[src/rtl/swap_pkg.sv]
// Shared types and constants for the register-exchange engine.
package swap_pkg;

    typedef enum logic [2:0] {
        ST_IDLE      = 3'd0,
        ST_SAVE      = 3'd1,
        ST_MOVE      = 3'd2,
        ST_RESTORE   = 3'd3,
        ST_ROT_SAVE  = 3'd4,
        ST_ROT_SHIFT = 3'd5,
        ST_ROT_WRAP  = 3'd6
    } state_e;

    localparam logic MODE_SWAP = 1'b0;
    localparam logic MODE_ROT  = 1'b1;

endpackage

[src/rtl/swap_engine_if.sv]
// Host-side bundle of the swap engine: start handshake, load port and readback port.
interface swap_engine_if #(
    parameter int WIDTH = 6,
    parameter int NREGS = 4
);
    localparam int IDXW = $clog2(NREGS);

    logic             w;
    logic             mode;
    logic [IDXW-1:0]  idx_a;
    logic [IDXW-1:0]  idx_b;
    logic             wr_en;
    logic [IDXW-1:0]  wr_idx;
    logic [WIDTH-1:0] wr_data;
    logic [IDXW-1:0]  rd_idx;
    logic [WIDTH-1:0] rd_data;
    logic             done;
    logic             err;

    modport master (
        output w, mode, idx_a, idx_b, wr_en, wr_idx, wr_data, rd_idx,
        input  rd_data, done, err
    );

    modport slave (
        input  w, mode, idx_a, idx_b, wr_en, wr_idx, wr_data, rd_idx,
        output rd_data, done, err
    );
endinterface

[src/rtl/swap_regfile.sv]
// NREGS x WIDTH register bank: one write port, FSM read port and host read port.
module swap_regfile #(
    parameter int WIDTH = 6,
    parameter int NREGS = 4,
    parameter int IDXW  = $clog2(NREGS)
) (
    input  logic             ck,
    input  logic             rst,
    input  logic             we,
    input  logic [IDXW-1:0]  widx,
    input  logic [WIDTH-1:0] wdata,
    input  logic [IDXW-1:0]  fsm_idx,
    output logic [WIDTH-1:0] fsm_data,
    input  logic [IDXW-1:0]  host_idx,
    output logic [WIDTH-1:0] host_data
);

    logic [WIDTH-1:0] regs_r [NREGS];

    function automatic logic in_range(input logic [IDXW-1:0] i);
        return (int'(i) < NREGS);
    endfunction

    // Bank storage: reset to the i+1 pattern, otherwise single-port write.
    always_ff @(posedge ck) begin
        if (rst) begin
            for (int i = 0; i < NREGS; i++) begin
                regs_r[i] <= WIDTH'(i + 1);
            end
        end else if (we && in_range(widx)) begin
            regs_r[widx] <= wdata;
        end
    end

    // Read ports; an out-of-range index reads as zero.
    always_comb begin
        fsm_data  = {WIDTH{1'b0}};
        host_data = {WIDTH{1'b0}};
        if (in_range(fsm_idx)) begin
            fsm_data = regs_r[fsm_idx];
        end else begin
            fsm_data = {WIDTH{1'b0}};
        end
        if (in_range(host_idx)) begin
            host_data = regs_r[host_idx];
        end else begin
            host_data = {WIDTH{1'b0}};
        end
    end

endmodule

[src/rtl/swap_engine.sv]
// Register-exchange engine: swaps two registers or rotates the bank left,
// moving data through a single temp register one write per cycle.
module swap_engine
    import swap_pkg::*;
#(
    parameter int WIDTH = 6,
    parameter int NREGS = 4
) (
    input  logic          ck,
    input  logic          rst,
    swap_engine_if.slave  bus
);

    localparam int IDXW = $clog2(NREGS);
    localparam logic [IDXW-1:0] LAST_IDX  = IDXW'(NREGS - 1);
    localparam logic [IDXW-1:0] SHIFT_END = IDXW'(NREGS - 2);

    state_e           state_r, next_state_s;
    logic [IDXW-1:0]  a_r, b_r, k_r;
    logic [WIDTH-1:0] tmp_r;
    logic             err_r;

    logic             rf_we_s;
    logic [IDXW-1:0]  rf_widx_s;
    logic [WIDTH-1:0] rf_wdata_s;
    logic [IDXW-1:0]  fsm_ridx_s;
    logic [WIDTH-1:0] fsm_rdata_s;
    logic             tmp_load_s;
    logic             latch_idx_s;
    logic             k_clr_s;
    logic             k_inc_s;
    logic             err_set_s;

    function automatic logic in_range(input logic [IDXW-1:0] i);
        return (int'(i) < NREGS);
    endfunction

    swap_regfile #(.WIDTH(WIDTH), .NREGS(NREGS), .IDXW(IDXW)) u_regfile (
        .ck        (ck),
        .rst       (rst),
        .we        (rf_we_s),
        .widx      (rf_widx_s),
        .wdata     (rf_wdata_s),
        .fsm_idx   (fsm_ridx_s),
        .fsm_data  (fsm_rdata_s),
        .host_idx  (bus.rd_idx),
        .host_data (bus.rd_data)
    );

    // Next-state decode and the single register-file write of this cycle.
    always_comb begin
        next_state_s = state_r;
        rf_we_s      = 1'b0;
        rf_widx_s    = {IDXW{1'b0}};
        rf_wdata_s   = {WIDTH{1'b0}};
        fsm_ridx_s   = {IDXW{1'b0}};
        tmp_load_s   = 1'b0;
        latch_idx_s  = 1'b0;
        k_clr_s      = 1'b0;
        k_inc_s      = 1'b0;
        err_set_s    = 1'b0;
        case (state_r)
            ST_IDLE: begin
                // A start request, even a rejected one, suppresses the host write.
                if (bus.w) begin
                    if (bus.mode == MODE_ROT) begin
                        next_state_s = ST_ROT_SAVE;
                        k_clr_s      = 1'b1;
                    end else if (in_range(bus.idx_a) && in_range(bus.idx_b)) begin
                        next_state_s = ST_SAVE;
                        latch_idx_s  = 1'b1;
                    end else begin
                        err_set_s    = 1'b1;
                    end
                end else if (bus.wr_en) begin
                    rf_we_s    = 1'b1;
                    rf_widx_s  = bus.wr_idx;
                    rf_wdata_s = bus.wr_data;
                end else begin
                    next_state_s = ST_IDLE;
                end
            end
            ST_SAVE: begin
                fsm_ridx_s   = a_r;
                tmp_load_s   = 1'b1;
                next_state_s = ST_MOVE;
            end
            ST_MOVE: begin
                fsm_ridx_s   = b_r;
                rf_we_s      = 1'b1;
                rf_widx_s    = a_r;
                rf_wdata_s   = fsm_rdata_s;
                next_state_s = ST_RESTORE;
            end
            ST_RESTORE: begin
                rf_we_s      = 1'b1;
                rf_widx_s    = b_r;
                rf_wdata_s   = tmp_r;
                next_state_s = ST_IDLE;
            end
            ST_ROT_SAVE: begin
                fsm_ridx_s   = {IDXW{1'b0}};
                tmp_load_s   = 1'b1;
                next_state_s = ST_ROT_SHIFT;
            end
            ST_ROT_SHIFT: begin
                fsm_ridx_s = k_r + 1'b1;
                rf_we_s    = 1'b1;
                rf_widx_s  = k_r;
                rf_wdata_s = fsm_rdata_s;
                k_inc_s    = 1'b1;
                if (k_r == SHIFT_END) begin
                    next_state_s = ST_ROT_WRAP;
                end else begin
                    next_state_s = ST_ROT_SHIFT;
                end
            end
            ST_ROT_WRAP: begin
                rf_we_s      = 1'b1;
                rf_widx_s    = LAST_IDX;
                rf_wdata_s   = tmp_r;
                next_state_s = ST_IDLE;
            end
            default: begin
                next_state_s = ST_IDLE;
            end
        endcase
    end

    // State, latched indices, temp, step counter and error pulse.
    always_ff @(posedge ck) begin
        if (rst) begin
            state_r <= ST_IDLE;
            a_r     <= {IDXW{1'b0}};
            b_r     <= {IDXW{1'b0}};
            k_r     <= {IDXW{1'b0}};
            tmp_r   <= {WIDTH{1'b0}};
            err_r   <= 1'b0;
        end else begin
            state_r <= next_state_s;
            err_r   <= err_set_s;
            if (latch_idx_s) begin
                a_r <= bus.idx_a;
                b_r <= bus.idx_b;
            end
            if (tmp_load_s) begin
                tmp_r <= fsm_rdata_s;
            end
            if (k_clr_s) begin
                k_r <= {IDXW{1'b0}};
            end else if (k_inc_s) begin
                k_r <= k_r + 1'b1;
            end
        end
    end

    assign bus.done = (state_r == ST_IDLE);
    assign bus.err  = err_r;

endmodule

[src/flat_wrapper.sv]
// flat-port wrapper written by rule: the top's interface ports become plain ports
module swap_engine_flat import swap_pkg::*;
#(
    parameter int WIDTH = 6,
    parameter int NREGS = 4
)
  (ck, rst, bus_w, bus_mode, bus_idx_a, bus_idx_b, bus_wr_en, bus_wr_idx, bus_wr_data, bus_rd_idx, bus_rd_data, bus_done, bus_err);
  swap_engine_if #(.WIDTH(WIDTH), .NREGS(NREGS)) bus_i ();
  input  logic ck;
  input  logic rst;
  input wire logic [$bits(bus_i.w)-1:0] bus_w;
  input wire logic [$bits(bus_i.mode)-1:0] bus_mode;
  input wire logic [$bits(bus_i.idx_a)-1:0] bus_idx_a;
  input wire logic [$bits(bus_i.idx_b)-1:0] bus_idx_b;
  input wire logic [$bits(bus_i.wr_en)-1:0] bus_wr_en;
  input wire logic [$bits(bus_i.wr_idx)-1:0] bus_wr_idx;
  input wire logic [$bits(bus_i.wr_data)-1:0] bus_wr_data;
  input wire logic [$bits(bus_i.rd_idx)-1:0] bus_rd_idx;
  output wire logic [$bits(bus_i.rd_data)-1:0] bus_rd_data;
  output wire logic [$bits(bus_i.done)-1:0] bus_done;
  output wire logic [$bits(bus_i.err)-1:0] bus_err;
  assign bus_i.w = bus_w;
  assign bus_i.mode = bus_mode;
  assign bus_i.idx_a = bus_idx_a;
  assign bus_i.idx_b = bus_idx_b;
  assign bus_i.wr_en = bus_wr_en;
  assign bus_i.wr_idx = bus_wr_idx;
  assign bus_i.wr_data = bus_wr_data;
  assign bus_i.rd_idx = bus_rd_idx;
  assign bus_rd_data = bus_i.rd_data;
  assign bus_done = bus_i.done;
  assign bus_err = bus_i.err;
  swap_engine #(.WIDTH(WIDTH), .NREGS(NREGS)) u_core (.ck(ck), .rst(rst), .bus(bus_i));
endmodule
[config.mk]
export PLATFORM = sky130hd
export DESIGN_NAME = swap_engine_flat
export DESIGN_NICKNAME = d
export VERILOG_FILES = /design/src/rtl/swap_pkg.sv /design/src/rtl/swap_engine_if.sv /design/src/rtl/swap_regfile.sv /design/src/rtl/swap_engine.sv /design/src/flat_wrapper.sv
export SDC_FILE = /design/constraint.sdc
export NUM_CORES = 1
export LEC_CHECK = 0
export CORE_ASPECT_RATIO = 1.4
export CORE_MARGIN = 5
export CORE_UTILIZATION = 56
export CTS_CLUSTER_SIZE = 8
export DETAILED_ROUTE_END_ITERATION = 8
export PLACE_DENSITY = 0.82
export SYNTH_ARGS = -nofsm -noshare
export SYNTH_HDL_FRONTEND = slang
export SYNTH_SLANG_ARGS = --single-unit
export TNS_END_PERCENT = 10
[constraint.sdc]
create_clock -name ck -period 3.1 [get_ports ck]
set_clock_uncertainty 0.05 [all_clocks]
set_input_delay 0.62 -clock ck [delete_from_list [all_inputs] [get_ports ck]]
set_output_delay 0.62 -clock ck [all_outputs]
set_load 0.01 [all_outputs]
# Word-level counts from Yosys, hierarchy flattened
# Memory sizes are Yosys's and may differ from the RTL's.
# Index checks and enable logic that the tools add are counted.
[word_totals] reg_bits=15 mem_bits_rw=24 input_bits=19 output_inout_bits=8 n_memories=1
[op_classes] n_addsub=1 n_eq_ne=8 mux=31 n_reduce_logical=7
[memory_table] name="u_core.u_regfile.regs_r" words=4 width=6 rd=2 rd_clocked_by_memory_dff=0 wr=4 line_no="swap_regfile.sv:18" rtl="logic [WIDTH-1:0] regs_r [NREGS];"
[op_table] operator="6-bit two-way mux" count=3
[op_table] operator="6-bit case mux with 3 select lines" count=1
[op_table] operator="1-bit two-way mux" count=16
[op_table] operator="3-bit case mux with 5 select lines" count=1
[op_table] operator="2-bit case mux with 5 select lines" count=1
[op_table] operator="3-bit equality test, second input constant" count=3
[op_table] operator="3-bit two-way mux" count=3
[op_table] operator="2-bit two-way mux" count=4
[op_table] operator="2-bit OR reduction" count=4
[op_table] operator="3-bit by 2-bit equality test with 1-bit output, second input constant" count=2
[op_table] operator="2-bit case mux with 3 select lines" count=1
[op_table] operator="6-bit OR reduction" count=1
[op_table] operator="4-bit OR reduction" count=1
[op_table] operator="3-bit by 1-bit equality test with 1-bit output, second input constant" count=1
[op_table] operator="3-bit logical NOT" count=1
[op_table] operator="3-bit != test, second input constant" count=1
[op_table] operator="2-bit by 1-bit adder with 2-bit output, second input constant" count=1
[op_table] operator="2-bit equality test, second input constant" count=1
[op_table] operator="1-bit case mux with 2 select lines" count=1

# Depth between registers and ports, before layout
# Gate-level depths: netlist (run 1).
[depth] word_depth=8 depth_mapped=8 ltp_nobuf=7

# Modules after synthesis
# Synthesis (run 1) repeated with hierarchy kept, for this count alone.
[unflattened] hier_cells=202 area_unflattened_um2=2377.3
[by_module_without_submodules] module="swap_regfile" instances=1 cells_each=73 area_per_inst_um2=1262.5
[by_module_without_submodules] module="swap_engine" instances=1 cells_each=129 area_per_inst_um2=1114.8

# Least setup slack after synthesis (run 1)
# Ideal clock, no wire load.
[synth_path] path_type="input to register" start="input port bus_w" end="memory u_core.u_regfile.regs_r[2][0], enable pin" setup_ns=0.322 t_arrival_ns=1.895 t_required_ns=2.728 slack_ns=0.833 cell_stages=6 cell_sequence="nor4b_1 nor4b_1 or2_1 clkbuf_1 or3_4 nand2b_1"
[synth_lines] item="from (decl)" line_no="flat_wrapper.sv:11" rtl="input wire logic [$bits(bus_i.w)-1:0] bus_w;"
[synth_lines] item="to (decl)" line_no="swap_regfile.sv:18"

# Worst setup path after layout (run 1)
[layout_path] start="input port bus_rd_idx[1]" end="output port bus_rd_data[0]"
[layout_between] elab_chain_cells=1
[layout_rtl] item="from (decl)" line_no="flat_wrapper.sv:18" rtl="input wire logic [$bits(bus_i.rd_idx)-1:0] bus_rd_idx;"
[layout_rtl] item="memory read 4 x 6 bit"
[layout_rtl] item="to (decl)" line_no="flat_wrapper.sv:19" rtl="output wire logic [$bits(bus_i.rd_data)-1:0] bus_rd_data;"
# No other way between the ends.

==> results of run 1 <==
## layout make-up
type                       instances  area [µm²]
fill                             330        1326
multi-input combinational        163        1097
sequential                        39        1021
timing repair buffer              32       305.3
clock buffer                       5       68.82
inverter                          16       60.06
tap                               43       53.80
clock inverter                     3       20.02
## path summary, 6_finish.rpt
| path | startpoint | to | slack, ns |
|---|---|---|---|
| max | bus_rd_idx[1] | bus_rd_data[0] | 0.32 |
| min reg2reg | u_core.tmp_r[5]$_SDFFE_PP0P_ | u_core.tmp_r[5]$_SDFFE_PP0P_ | 0.43 |
| min | u_core.tmp_r[5]$_SDFFE_PP0P_ | u_core.tmp_r[5]$_SDFFE_PP0P_ | 0.43 |
| max reg2reg | u_core.state_r[2]$_SDFFE_PP0P_ | u_core.u_regfile.regs_r[1][0]$_SDFFCE_PN0P_ | 0.45 |
## kinds of logic after synthesis
logic type,after synthesis,share of synthesized area
AOI/OAI and AO/OA,52,0.1684
and+or+nand+nor,101,0.2375
DFF,39,0.4476
adders and majority gates,1,0.005485
muxes,7,0.06418
other,1,0.001644
xor gates and xnor gates,1,0.003841
buffers and inverters,34,0.07131
## synthesized netlist by cell type, types with 3 or more instances
cell type,count
sky130_fd_sc_hd__nor2b_1,6
sky130_fd_sc_hd__edfxtp_1,24
sky130_fd_sc_hd__nor2_1,26
sky130_fd_sc_hd__inv_1,16
sky130_fd_sc_hd__o221ai_1,12
sky130_fd_sc_hd__nand3_1,10
sky130_fd_sc_hd__nand2_1,28
sky130_fd_sc_hd__buf_4,4
sky130_fd_sc_hd__a22o_1,6
sky130_fd_sc_hd__a21oi_1,12
sky130_fd_sc_hd__clkbuf_1,7
sky130_fd_sc_hd__dfxtp_1,15
sky130_fd_sc_hd__mux4_2,6
sky130_fd_sc_hd__buf_2,4
sky130_fd_sc_hd__nand2b_1,8
sky130_fd_sc_hd__and2_1,3
sky130_fd_sc_hd__a31oi_1,9
## worst min-delay path: stages (launching register included)
cell and delay [ns]:
sky130_fd_sc_hd__dfxtp_1 0.31, sky130_fd_sc_hd__nand2b_1 0.06, sky130_fd_sc_hd__a21oi_1 0.06
## power groups by stage
stage	Clock, µW	Combinational [µW]	Sequential (µW)
after floorplan	0	195	609
after global placement	0	249	638
after detailed placement	0	252	640
after CTS	344	254	627
after global routing	372	282	633
final	338	254	628
## through the flow
| stage | total power, µW | hold slack [ns] | setup slack [ns] | util |
|---|---|---|---|---|
| finish | 1219 | 0.4265 | 0.3244 | 0.6645 |
| floorplan | 804.6 | 0.3946 | 0.8333 | - |
| global route | 1287 | 0.4524 | 0.2215 | 0.6645 |
| CTS | 1226 | 0.4311 | 0.08254 | 0.6638 |
| detailed placement | 892.0 | 0.4177 | 0.08679 | 0.6413 |
| global placement | 887.3 | 0.4105 | 0.1144 | 0.6413 |
## layer usage
layer | share of wire | GRT usage
met2 | 0.53 | 0.3660
met1 | 0.37 | 0.2400
met5 | 0 | 0
met3 | 0.054 | 0.04194
met4 | 0.048 | 0.1210
## timing repair
| item | in CTS | in global routing |
|---|---|---|
| resized for setup | 0 | 1 |
| endpoints found under the setup margin | 0 | 2 |
| endpoints found under the hold margin | 0 | 0 |
## registers in the layout, indices dropped and copies added, names as in the netlist
signal                   cells
u_core.state_r               3
u_core.a_r                   2
u_core.k_r                   2
u_core.tmp_r                 6
u_core.u_regfile.regs_r     24
u_core.b_r                   2
==> PnR_summary.wiki, run 1 <==
{| class="wikitable"
! Metric !! Value
|-
| CTS H-Tree Depth || 2
|-
| Worst Max-Slew Pin Slew || 0.7161 ns
|-
| Number of pins with negative max-slew slack in the final report || 0
|-
| Final setup violation count || 0
|-
| Required time at the endpoint of the critical path || approximately 2.4 ns
|-
| Count of final hold-check violations || 0
|-
| TritonCTS Buffers || 5
|-
| Number of top-level pins || 27
|-
| Yosys top cell area share || 0.3160
|-
| Leak || around 0.00094 µW
|-
| Clock root buffer master || sky130_fd_sc_hd__clkbuf_8
|-
| Syn nets || 256
|-
| Seq/Total Area, Yosys || 0.4476
|-
| Startpoint-to-endpoint class of the critical path || input port to primary output
|-
| Post-CTS setup-driven buffer insertion count || 0
|-
| Final design area excluding fillers || 2626 µm²
|-
| RSZ-0062 raised after global routing || false
|-
| Power Internal || 866.7 µW
|-
| Clock latency reported for the late side of the worst-skew pair || 0.28 ns
|-
| Fraction of final layout cells sized beyond drive strength 1 || 0.1124
|-
| Kind of cell with the highest combined delay on the critical path || buffers and inverters
|-
| Count of cell instances traversed by the critical path || 3
|-
| Chain of cells forming the critical path || clkdlybuf4s50_1, mux4_2, clkdlybuf4s50_1
|-
| Yosys warning total || 0
|-
| Critical-path cell with the highest stage delay || sky130_fd_sc_hd__clkdlybuf4s50_1
|-
| Initial antenna violation count || 0
|-
| Number of standard-cell rows in the floorplan || 27
|-
| Quantity of I/O buffers inserted on ports || 25
|-
| Switching power summed over all nets || 352.4 µW
|-
| Number of enable-type register cells in the synthesized netlist || 24
|-
| Hold-fix buffers at CTS || 0
|-
| Async set-or-reset flop fraction in the synthesized netlist || 0
|-
| Post-route insts no fill || 301
|-
| DP Cell Count || ~300
|-
| Worst-path clk slew || about 0.080 ns
|-
| Width of the die || 63.94 µm
|-
| Routed wire per std cell || between 15 and 20 µm
|-
| Mean Syn Cell Area || 9.665 µm²
|-
| Count of mapped cells out of synthesis || between 200 and 250
|-
| Setup TNS || 0 ns
|-
| Post-DR vias/cell || 6.213
|-
| First-pass iteration count of the detailed router || 5
|-
| Biggest area contributors in the synthesized netlist || sky130_fd_sc_hd__edfxtp_1, sky130_fd_sc_hd__dfxtp_1, sky130_fd_sc_hd__mux4_2
|-
| Clock tree from TritonCTS || built
|-
| Area of the mapped netlist || 2281 µm²
|-
| Run status || completed
|-
| Global-route wire length before repair || ~9000 µm
|-
| Crit path launch type || input port
|-
| Slowest Stage Delay on Critical Path || 0.51 ns
|-
| Pwr per Cell Area || roughly 460 nW/µm²
|-
| Normalized max-slew margin || 0.5220
|-
| Proportion of power drawn by combinational gates || 0.208
|-
| CP Buf/Inv Count || 2
|-
| Yosys top cell by area || sky130_fd_sc_hd__edfxtp_1
|-
| HPWL Detailed || 4046 µm
|-
| Residual DRC || 0
|-
| Pin count of the biggest net entering global routing || 23
|-
| Number of different library cells in the post-synthesis netlist || 47
|-
| Final weighted congestion in routability-driven placement || 1.002
|-
| Count of max-cap constraint violations || 0
|-
| CP arrival || 2.11 ns
|-
| Placed Area || 2535 µm²
|-
| Layout overhead on the synthesized area || 15.14%
|-
| Total Die Area || 5468 µm²
|-
| Highest-count cells in the layout ignoring fill and taps || sky130_fd_sc_hd__nand2_1, sky130_fd_sc_hd__nor2_1, sky130_fd_sc_hd__clkdlybuf4s50_1, sky130_fd_sc_hd__edfxtp_1, sky130_fd_sc_hd__inv_1
|-
| CTS sink count || 39
|-
| Peak clock frequency supported by timing || 360.3 MHz
|-
| Starting DRC count in detailed routing || around 110
|-
| Sw Share || 0.2891
|-
| Number of cell instances on the worst register-to-register path || 5
|-
| Aggregate global routing overflow || 0
|-
| Worst hold path type || flop to flop
|-
| Effective utilization at floorplan || 0.5771
|-
| Worst hold path depth || 2
|-
| Number of synthesized register bits || 39
|-
| Total Routing Usage GR || 0.2123
|-
| Vias in the first global route || around 1900
|-
| Height of the die || around 86 µm
|-
| Sequential fraction of design power || 0.515
|-
| Via count || 1870
|-
| Proportion of power drawn by the clock network || 0.277
|-
| Ratio of final minimum period to clock period || 0.8954
|-
| Maximum net fanout on the critical path || 2
|-
| Total Routed Length || 5240 µm
|-
| Worst path most repeated cell || sky130_fd_sc_hd__clkdlybuf4s50_1
|-
| Final antenna-violating net count || 0
|-
| Diode insertion count for antenna repair || 0
|-
| Post-layout minimum cycle time || 2.776 ns
|-
| Clock Tree Buf Depth || 2
|-
| Most common library cell in the layout ignoring fill and taps || sky130_fd_sc_hd__nand2_1
|-
| Final net count || 277
|-
| Most common flop cell mapped by yosys || sky130_fd_sc_hd__edfxtp_1
|-
| Element type at the critical path end || primary output
|-
| Core Footprint || 3953 µm²
|-
| Worst IR drop on VDD || roughly 0.0005 V
|}
(Power assumes the default switching activity.)
==> run 2, diff against run 1 <==
GPL_ROUTABILITY_DRIVEN = 0   (was unset)
==> PnR_summary.wiki, run 2 (synthesis results as in run 1) <==
{| class="wikitable"
! Metric !! Value
|-
| Maximum net fanout on the critical path || 2
|-
| Highest-count cells in the layout ignoring fill and taps || sky130_fd_sc_hd__nand2_1, sky130_fd_sc_hd__nor2_1, sky130_fd_sc_hd__clkdlybuf4s50_1, sky130_fd_sc_hd__edfxtp_1, sky130_fd_sc_hd__inv_1
|-
| Starting DRC count in detailed routing || between 80 and 90
|-
| CTS H-Tree Depth || 2
|-
| Worst-case register-to-register setup slack || 0.41 ns
|-
| First-pass iteration count of the detailed router || 4
|-
| Crit path launch type || input port
|-
| Final net count || 276
|-
| Core Footprint || about 4000 µm²
|-
| Width of the die || 63.94 µm
|-
| Clock root buffer master || sky130_fd_sc_hd__clkbuf_8
|-
| Layout filler cell count || around 310
|-
| Required time at the endpoint of the critical path || 2.43 ns
|-
| Residual DRC || 0
|-
| Via count || 1854
|-
| Quantity of I/O buffers inserted on ports || 25
|-
| CTS sink count || 39
|-
| Final design area excluding fillers || ~2600 µm²
|-
| Post-DR vias/cell || 6.180
|-
| Number of pins with negative max-slew slack in the final report || 0
|-
| Aggregate global routing overflow || 0
|-
| Number of top-level pins || 27
|-
| Height of the die || 85.52 µm
|-
| Reg-to-Reg Start || u_core.state_r[2]$_SDFFE_PP0P_
|-
| Min setup slack post-route || between 0.2 and 0.3 ns
|-
| Clock tree from TritonCTS || built
|-
| Total Routed Length || 5163 µm
|-
| Worst hold-check slack || 0.4243 ns
|-
| TritonCTS Buffers || 5
|-
| Post-CTS setup-driven buffer insertion count || 0
|-
| Pwr per Cell Area || approximately 490 nW/µm²
|-
| Leak || 0.0009558 µW
|-
| Clock Tree Buf Depth || 2
|-
| Setup TNS || 0 ns
|-
| Startpoint of the most critical setup path || bus_rd_idx[1]
|-
| Final antenna-violating net count || 0
|-
| Number of standard-cell rows in the floorplan || 27
|-
| Post-layout minimum cycle time || 2.818 ns
|-
| Worst-path clk slew || 0.07 ns
|-
| Total Routing Usage GR || 0.2030
|-
| Global-route wire length before repair || 8618 µm
|-
| CP Capture Point || bus_rd_data[0]
|-
| DP Cell Count || 292
|-
| Diode insertion count for antenna repair || 0
|-
| Peak clock frequency supported by timing || 354.8 MHz
|-
| Worst Max-Slew Pin Slew || 0.7521 ns
|-
| Ratio of final minimum period to clock period || 0.9091
|-
| Clock latency reported for the late side of the worst-skew pair || 0.29 ns
|-
| Count of final hold-check violations || 0
|-
| Placed Area || 2527 µm²
|-
| Worst hold path type || flop to flop
|-
| Vias in the first global route || between 1500 and 2000
|-
| CP arrival || 2.15 ns
|-
| Post-route insts no fill || 300
|-
| HPWL Detailed || 3971 µm
|-
| RSZ-0062 raised after global routing || false
|-
| Number of cell instances on the worst register-to-register path || 5
|-
| Initial antenna violation count || 0
|-
| Registers with the most flip-flops || u_core.u_regfile.regs_r (24), u_core.tmp_r (6), u_core.state_r (3)
|-
| Total Die Area || 5468 µm²
|-
| Register containing the most flip-flops in the final layout || u_core.u_regfile.regs_r
|-
| Count of max-cap constraint violations || 0
|-
| Normalized max-slew margin || 0.4979
|-
| Layout overhead on the synthesized area || 15.85%
|-
| Max reg flops || 24
|-
| Startpoint-to-endpoint class of the critical path || input port to primary output
|-
| Post-place setup slack || between 0.08 and 0.09 ns
|-
| Worst IR drop on VDD || 0.0003608 V
|-
| Effective utilization at floorplan || 0.5771
|-
| Routed wire per std cell || 17.21 µm
|-
| Fraction of final layout cells sized beyond drive strength 1 || 0.1089
|-
| End of the worst register-to-register path || u_core.u_regfile.regs_r[1][1]$_SDFFCE_PN1P_
|-
| Final setup violation count || 0
|-
| Most common library cell in the layout ignoring fill and taps || sky130_fd_sc_hd__nand2_1
|-
| Run status || completed
|-
| Pin count of the biggest net entering global routing || 23
|-
| Element type at the critical path end || primary output
|}
==> run 2: metal layers <==
| layer | up-vias | track usage | part of all wire |
|---|---|---|---|
| li1 | 909 | - | - |
| met1 | 850 | 0.2218 | 0.37 |
| met2 | 73 | 0.3413 | 0.52 |
| met3 | 22 | 0.04456 | 0.060 |
| met4 | 0 | 0.1437 | 0.047 |
| met5 | - | 0 | 0 |
==> run 2: what timing repair did <==
item | CTS | global route
endpoints found under the setup margin | 0 | 4
endpoints found under the hold margin | 0 | 0
gates resized for setup | 0 | 1
hold buffers | 0 | 0
==> run 2: area by class of cell <==
type / instances / area [µm²] / area share
Clock buffer: 5 / 68.82 / 0.02604
Sequential cell: 39 / 1021 / 0.3864
Multi-Input combinational cell: 163 / 1097 / 0.4152
Clock inverter: 3 / 43.79 / 0.01657
Inverter: 16 / 60.06 / 0.02273
Timing Repair Buffer: 31 / 297.8 / 0.1127
Tap cell: 43 / 53.80 / 0.02036
==> run 2: worst max-delay path: stages <==
cell and delay [ns]:
sky130_fd_sc_hd__clkdlybuf4s50_1 0.52, sky130_fd_sc_hd__mux4_2 0.52, sky130_fd_sc_hd__clkdlybuf4s50_1 0.49
==> run 2: stage by stage <==
stage,total power (µW),util
2_1_floorplan,804.6,-
3_3_place_gp,885.3,0.6394
3_5_place_dp,890.4,0.6394
4_1_cts,1310,0.6679
5_1_grt,1364,0.6686
6_report,1302,0.6686
==> run 2: power breakdown <==
| part | internal (µW) | total (µW) | switching [µW] |
|---|---|---|---|
| clock network | 239 | 421 | 182 |
| registers | 587 | 628 | 41.5 |
| logic | 122 | 253 | 131 |
| total | 948 | 1300 | 354 |
==> run 2: worst min-delay path by stage <==
stage                                        end  cells past startpoint                          from
floorplan             u_core.a_r[1]$_SDFFE_PP0P_                      2    u_core.a_r[1]$_SDFFE_PP0P_
global route          u_core.k_r[1]$_SDFFE_PP0N_                      2    u_core.k_r[1]$_SDFFE_PP0N_
detailed placement  u_core.tmp_r[4]$_SDFFE_PP0P_                      2  u_core.tmp_r[4]$_SDFFE_PP0P_
global placement    u_core.tmp_r[4]$_SDFFE_PP0P_                      2  u_core.tmp_r[4]$_SDFFE_PP0P_
finish                u_core.a_r[1]$_SDFFE_PP0P_                      2    u_core.a_r[1]$_SDFFE_PP0P_
CTS                   u_core.a_r[1]$_SDFFE_PP0P_                      2    u_core.a_r[1]$_SDFFE_PP0P_
